[src/rtl/spike_output_buffer.sv]
// rtl/spike_output_buffer.sv - timestamped spike FIFO with byte-serial readout
// Captures output spike vectors on result-valid edges and streams {stamp, spikes} byte pairs.
module spike_output_buffer #(
    parameter int DEPTH   = 8,
    parameter int NEURONS = 8
) (
    input  logic                      system_clock,
    input  logic                      rst_n,
    input  logic [NEURONS-1:0]        output_spikes,
    input  logic                      output_data_ready,
    input  logic                      clear,
    input  logic                      out_ready,
    output logic [7:0]                out_data,
    output logic                      out_valid,
    output logic                      out_is_stamp,
    output logic [$clog2(DEPTH):0]    fifo_count,
    output logic                      fifo_empty,
    output logic                      fifo_full,
    output logic                      overflow
);

    localparam int AW = $clog2(DEPTH);
    localparam int CW = AW + 1;
    localparam int EW = 8 + NEURONS;

    typedef enum logic [1:0] {
        IDLE,
        SEND_STAMP,
        SEND_SPIKES
    } state_t;

    state_t         state;
    state_t         state_next;

    logic           ready_q;
    logic [7:0]     timestep;
    logic [AW-1:0]  wr_ptr;
    logic [AW-1:0]  rd_ptr;
    logic [CW-1:0]  count;
    logic [CW-1:0]  count_next;
    logic [EW-1:0]  mem [DEPTH];
    logic [EW-1:0]  head;
    logic [7:0]     spike_byte;

    logic           capture;
    logic           pop;
    logic           push;
    logic           flush;

    assign flush      = clear;
    assign capture    = output_data_ready & ~ready_q;
    assign pop        = (state == SEND_SPIKES) && out_ready;
    // A pop in the same cycle frees the slot a full FIFO would otherwise refuse.
    assign push       = capture && (!fifo_full || pop);

    assign fifo_count = count;
    assign fifo_empty = (count == '0);
    assign fifo_full  = (count == CW'(DEPTH));
    assign head       = mem[rd_ptr];

    generate
        if (NEURONS >= 8) begin : g_spike_trunc
            assign spike_byte = head[7:0];
        end else begin : g_spike_pad
            assign spike_byte = {{(8 - NEURONS){1'b0}}, head[NEURONS-1:0]};
        end
    endgenerate

    always_comb begin
        count_next = count;
        if (push && !pop) begin
            count_next = count + CW'(1);
        end else if (pop && !push) begin
            count_next = count - CW'(1);
        end
    end

    // The edge register keeps tracking through a flush so a held-high ready is not re-captured.
    always_ff @(posedge system_clock) begin
        if (!rst_n) begin
            ready_q <= 1'b0;
        end else begin
            ready_q <= output_data_ready;
        end
    end

    always_ff @(posedge system_clock) begin
        if (!rst_n || flush) begin
            wr_ptr   <= '0;
            rd_ptr   <= '0;
            count    <= '0;
            timestep <= 8'h00;
            overflow <= 1'b0;
        end else begin
            if (push) begin
                wr_ptr <= wr_ptr + AW'(1);
            end
            if (pop) begin
                rd_ptr <= rd_ptr + AW'(1);
            end
            count <= count_next;
            if (capture) begin
                timestep <= timestep + 8'd1;
            end
            if (capture && !push) begin
                overflow <= 1'b1;
            end
        end
    end

    always_ff @(posedge system_clock) begin
        if (rst_n && !flush && push) begin
            mem[wr_ptr] <= {timestep, output_spikes};
        end
    end

    always_ff @(posedge system_clock) begin
        if (!rst_n || flush) begin
            state <= IDLE;
        end else begin
            state <= state_next;
        end
    end

    // Outputs depend only on state and the head entry, so they hold steady under back-pressure.
    always_comb begin
        state_next   = state;
        out_valid    = 1'b0;
        out_is_stamp = 1'b0;
        out_data     = 8'h00;
        case (state)
            IDLE: begin
                if (!fifo_empty) begin
                    state_next = SEND_STAMP;
                end
            end
            SEND_STAMP: begin
                out_valid    = 1'b1;
                out_is_stamp = 1'b1;
                out_data     = head[EW-1:NEURONS];
                if (out_ready) begin
                    state_next = SEND_SPIKES;
                end
            end
            SEND_SPIKES: begin
                out_valid = 1'b1;
                out_data  = spike_byte;
                if (out_ready) begin
                    state_next = (count_next != '0) ? SEND_STAMP : IDLE;
                end
            end
            default: begin
                state_next = IDLE;
            end
        endcase
    end

endmodule
[config.mk]
export PLATFORM = sky130hd
export DESIGN_NAME = spike_output_buffer
export DESIGN_NICKNAME = d
export VERILOG_FILES = /design/src/rtl/spike_output_buffer.sv
export SDC_FILE = /design/constraint.sdc
export NUM_CORES = 1
export LEC_CHECK = 0
export CAP_MARGIN = 5
export CORE_MARGIN = 3
export CORE_UTILIZATION = 44
export DETAILED_ROUTE_END_ITERATION = 6
export MAX_ROUTING_LAYER = met4
export PLACE_DENSITY = 0.61
export SKIP_CTS_REPAIR_TIMING = 1
export SYNTH_ARGS = -nofsm -noshare
export SYNTH_HDL_FRONTEND = slang
export SYNTH_SLANG_ARGS = --single-unit
[constraint.sdc]
create_clock -name system_clock -period 4.2 [get_ports system_clock]
set_input_delay 0.84 -clock system_clock [delete_from_list [all_inputs] [get_ports system_clock]]
set_output_delay 0.84 -clock system_clock [all_outputs]
set_load 0.03 [all_outputs]
[Word level (Yosys, flattened, before mapping)]
Memory sizes are Yosys's and may differ from the RTL's. A register that Yosys moved wholly into a read port is not among the register bits.
Cells that the tools add are included.
Cells by class
  $add $sub $neg: 5
  equal/unequal tests: 6
  mux-type cells: 14
  bitwise logic cells: 2
  reductions and logical operators: 19
Operators with widths (number)
  $pmux W8 S2: 1
  $add A8 B1 Y8 const B: 1
  $mux W4: 2
  $logic_and A1 B1 Y1: 7
  $add A3 B1 Y3 const B: 2
  $mux W2: 3
  $mux W3: 2
  $ne A2 B2 Y1 const B: 3
  $pmux W2 S3: 1
  $logic_not A1 Y1: 5
  $mux W1: 5
  $add A4 B1 Y4 const B: 1
  $eq A4 B4 Y1 const B: 1
  $logic_not A4 Y1: 1
  $reduce_bool A4 Y1: 1
  $sub A4 B1 Y4 const B: 1
  $reduce_and A3 Y1: 1
  $eq A2 B1 Y1 const B: 1
  $eq A2 B2 Y1 const B: 1
  $logic_not A2 Y1: 1
  $logic_or A1 B1 Y1: 2
  $reduce_or A2 Y1: 1
  $and A1 B1 Y1: 1
  $not A1 Y1: 1
Storage, ports and cells
  register bits: 22
  bits in writable memories: 128
  input bits: 13
  output and inout port bits: 17
  word-level logic and storage cells: 54
  memories: 1
Memory list
  mem: depth 8, bits a word 16, rd ports 1, clocked after memory_dff 1, write ports 1, RTL line 41  | logic [EW-1:0] mem [DEPTH];

[Logic depth before layout (Yosys ltp)]
  word-level depth: 12
  mapped depth: 9
  depth with buffers taken out: 8

[Worst setup path after synthesis]
No wires, ideal clock.
  path kind: flip-flop to flip-flop
  start: reg count[0], in the netlist fifo_count[0]
  end: mem mem[0][0] in the netlist's numbering, enable pin
  setup time: 0.409 ns
  data arrival time: 3.104 ns
  data required time: 3.791 ns
  setup slack: 0.686 ns
  cell stages (with the launch flop): 9
  path buffers: 1
  clock period less this slack: 3.514 ns
  cell sequence: dfxtp_1 -> inv_1 -> ha_1 -> and3b_1 -> clkbuf_1 -> nand2_1 -> nand2_1 -> or3_1 -> nor3_1
Between the ends
  cells in the longest elaborated chain, start to end: 7
RTL lines
  start: declaration: RTL line 39  | logic [CW-1:0] count;
  start signal: assignment: RTL line 101  | count <= count_next;
  $eq A4 B4 Y1: RTL line 58  | assign fifo_full = (count == CW'(DEPTH));
  via fifo_full: RTL line 18  | output logic fifo_full,
  $logic_not A1 Y1: RTL line 54  | assign push = capture && (!fifo_full || pop);
  $logic_or A1 B1 Y1: RTL line 54
  $logic_and A1 B1 Y1: RTL line 54
  $logic_and A1 B1 Y1: RTL line 112  | if (rst_n && !flush && push) begin
  $mux W1: RTL line 112
  $mux W1 (not written as such): RTL line 113  | mem[wr_ptr] <= {timestep, output_spikes};
  end: declaration: RTL line 41
The timed path passes the listed nets, and every way through them passes these cells.

==> impl_metrics.yaml <==
detailed_routing:
  num_vias: 3184
  drt_pre_antenna_iters: 4
  drtAntennaViolNets: 0
  wl_per_cell_um: 20.4
  vias_per_cell: 5.43
  drt_iter0_drc: 360
  drc_errors: 0
  wirelength_um: 11900
worst_setup_path:
  start_kind: "flip-flop"
  critical_path.endpoint: "out_data[4]"
  reg2reg_from: "state[0]"
  rrSetupSlack_ps: 1520
  regToRegEndpoint: "mem[0][3]"
  arrival_ps: 3090
  cp_max_fo: 16
  endpoint_kind: "output pin"
  crit_type: "flip-flop to output pin"
  r2r_cells: 8
  required_ps: 3360
power_and_ir_drop:
  cellInternalPower_uw: 2530
  combPwrFrac_pct: 2.2
  vdd_drop_max_uv: 311
  swShare_pct: 18.9
  p_leak_uw: 0.00233
  p_seq_share_pct: 52.8
  p_sw_uw: 591
  p_per_area_nw_per_um2: 426
  p_clk_share_pct: 44.9
  power_uw: 3120
worst_hold_path:
  hp-class: "flip-flop to flip-flop"
placement:
  io_buffer_count: 29
  place_ws_ps: 688
  gp_congestion: 0.733
  hpwl_um: 7140
logic_synthesis:
  synth.area.mux_share_pct: 15.7
  synth_seq_cells: 153
  synthAdderAreaFrac_pct: 1.80
  synth_compound_area_share_pct: 3.19
  ys.flop_type: "edfxtp_1"
  synth-simple-area-share_pct: 6.29
  synthArstFlopShare_pct: 0
  synth_edf_count: 128
  synthXorXnorAreaFrac_pct: 1.54
  synth_cells: 352
  synth_warnings: 0
  synth_area_sq_um: 6240
  synth_nets: 374
  yosysUniqueCellTypes: 39
  synth_top_family_by_area: "multiplexers"
  avgSynthCellArea_sq_um: 17.7
  synth_seq_area_share_pct: 69.6
cts:
  path_clk_slew_ps: 60
  cts_tree: "yes"
  cts_num_sinks: 153
  clk_latency_ps: 420
  cts-buffers-inserted: 17
  cts_root_buffer: "clkbuf_16"
  htree_levels: 4
  clk_path_buf_depth: 2
floorplan:
  io-pin-count: 30
  die_area_sq_um: 15700
  die_h_um: 125
  die-width_um: 125
  core_sq_um: 13600
  initial_utilization_pct: 46.1
  row_count: 42
finish:
  nNetsFinal: 419
  diodes: 0
  most-common-layout-cells: "128 x edfxtp_1, 29 x clkdlybuf4s50_1, 24 x dfxtp_1"
  drive_gt1_share_pct: 16.8
  final_util_pct: 53.9
  mostFrequentLayoutCell: "edfxtp_1"
  area_growth_syn_to_layout_pct: 17.1
global_route:
  grt_pass1_wl_um: 19100
  grt_overflow: 0
  grt_use_total_pct: 16.8
  grt_pass1_vias: 3388
  grt_max_degree: 33
  antenna_found_initial: 0
outcome:
  status: "finished, final reports clean"
sta:
  slew_violations: 0
  final.setup_skew_ps: 6.78
  setup_ws_ps: 266
  finalSetupViolations: 0
  tns_ps: 0
  maxSlewHeadroom_pct: 60.2
  max_freq_mhz: 254
  finalCritPeriodShare_pct: 93.7
  final_hold_viol_count: 0
  final.min_clock_period_ps: 3930
  worstMarginPinSlew_ps: 597
  rsz0062_at_grt: "false"
job:
  maxCapViolCount: 0
area by class of cell:
class,instances,area [sq um]
clock buffer,19,433
clock inverter,13,110
fill,1077,6240
inverter,4,15.0
multi-input combinational,178,1790
sequential,153,4350
tap,176,220
timing repair buffer,43,395
kinds of logic after synthesis:
group,after synthesis
buffers and inverters,21
multiplexers,48
XOR/XNOR,11
flip-flops,153
adder cells (fa/ha/maj),9
AO/OA/AOI/OAI,31
AND/OR/NAND/NOR,79
metal layers:
metal  vias to the layer above  global-route usage (%)  routed length [um]
met4                         0                    6.63                 167
met3                        14                    3.80                 374
met5                         -                       -                   0
li1                       1482                       -                   -
met1                      1625                    21.7                5500
met2                        63                    26.3                5910
Yosys cell counts, types with 5 or more instances:
library cell | n | area share (%)
mux2_2 | 16 | 2.9
xor2_1 | 7 | 0.98
mux4_1 | 22 | 9.3
nor2_1 | 21 | 1.3
o21ai_0 | 5 | 0.40
mux4_2 | 10 | 3.6
a21oi_1 | 10 | 0.80
edfxtp_1 | 128 | 62
dfxtp_1 | 25 | 8.0
clkbuf_1 | 7 | 0.42
a22oi_1 | 8 | 0.96
nand2_1 | 19 | 1.1
nand3_1 | 5 | 0.40
ha_1 | 9 | 1.8
nor2b_1 | 12 | 1.2
per-stage QoR:
stage	cells	hold slack, ps	area (sq um)
2_1_floorplan	352	462	6240
3_3_place_gp	554	457	6770
3_5_place_dp	554	465	6770
4_1_cts	586	485	7310
5_1_grt	586	534	7310
6_report	586	475	7310
worst max-delay path, stage by stage, from the launching register on:
cell             delay [ps]
dfxtp_2                 610
buf_4                   320
mux4_1                  610
mux2_2                  320
a22oi_1                 150
nor2b_1                  60
clkdlybuf4s50_1         590
sequential cells by signal (all words and copies together), names as in the netlist, named ones only:
| signal | count |
|---|---|
| state | 2 |
| mem | 128 |
| rd_ptr | 3 |
| wr_ptr | 3 |
| timestep | 8 |
| ready_q | 1 |
| overflow | 1 |
| fifo_count | 4 |
power groups by stage:
stage                     registers [uW]  logic (uW)  clock network (uW)
after floorplan                     1680        35.5                   0
after global placement              1680        68.2                   0
after detailed placement            1680        70.1                   0
after CTS                           1650        70.5                1430
after global routing                1650        77.1                1500
final                               1650        69.7                1400
worst min-delay path by stage:
stage          startpoint   endpoint  depth (start not counted)
6_report         overflow   overflow                          2
5_1_grt          state[1]   state[1]                          2
4_1_cts          overflow   overflow                          2
3_5_place_dp     overflow   overflow                          2
3_3_place_gp     overflow   overflow                          2
2_1_floorplan   rd_ptr[1]  flip-flop                          2
(Power assumes the default switching activity.)
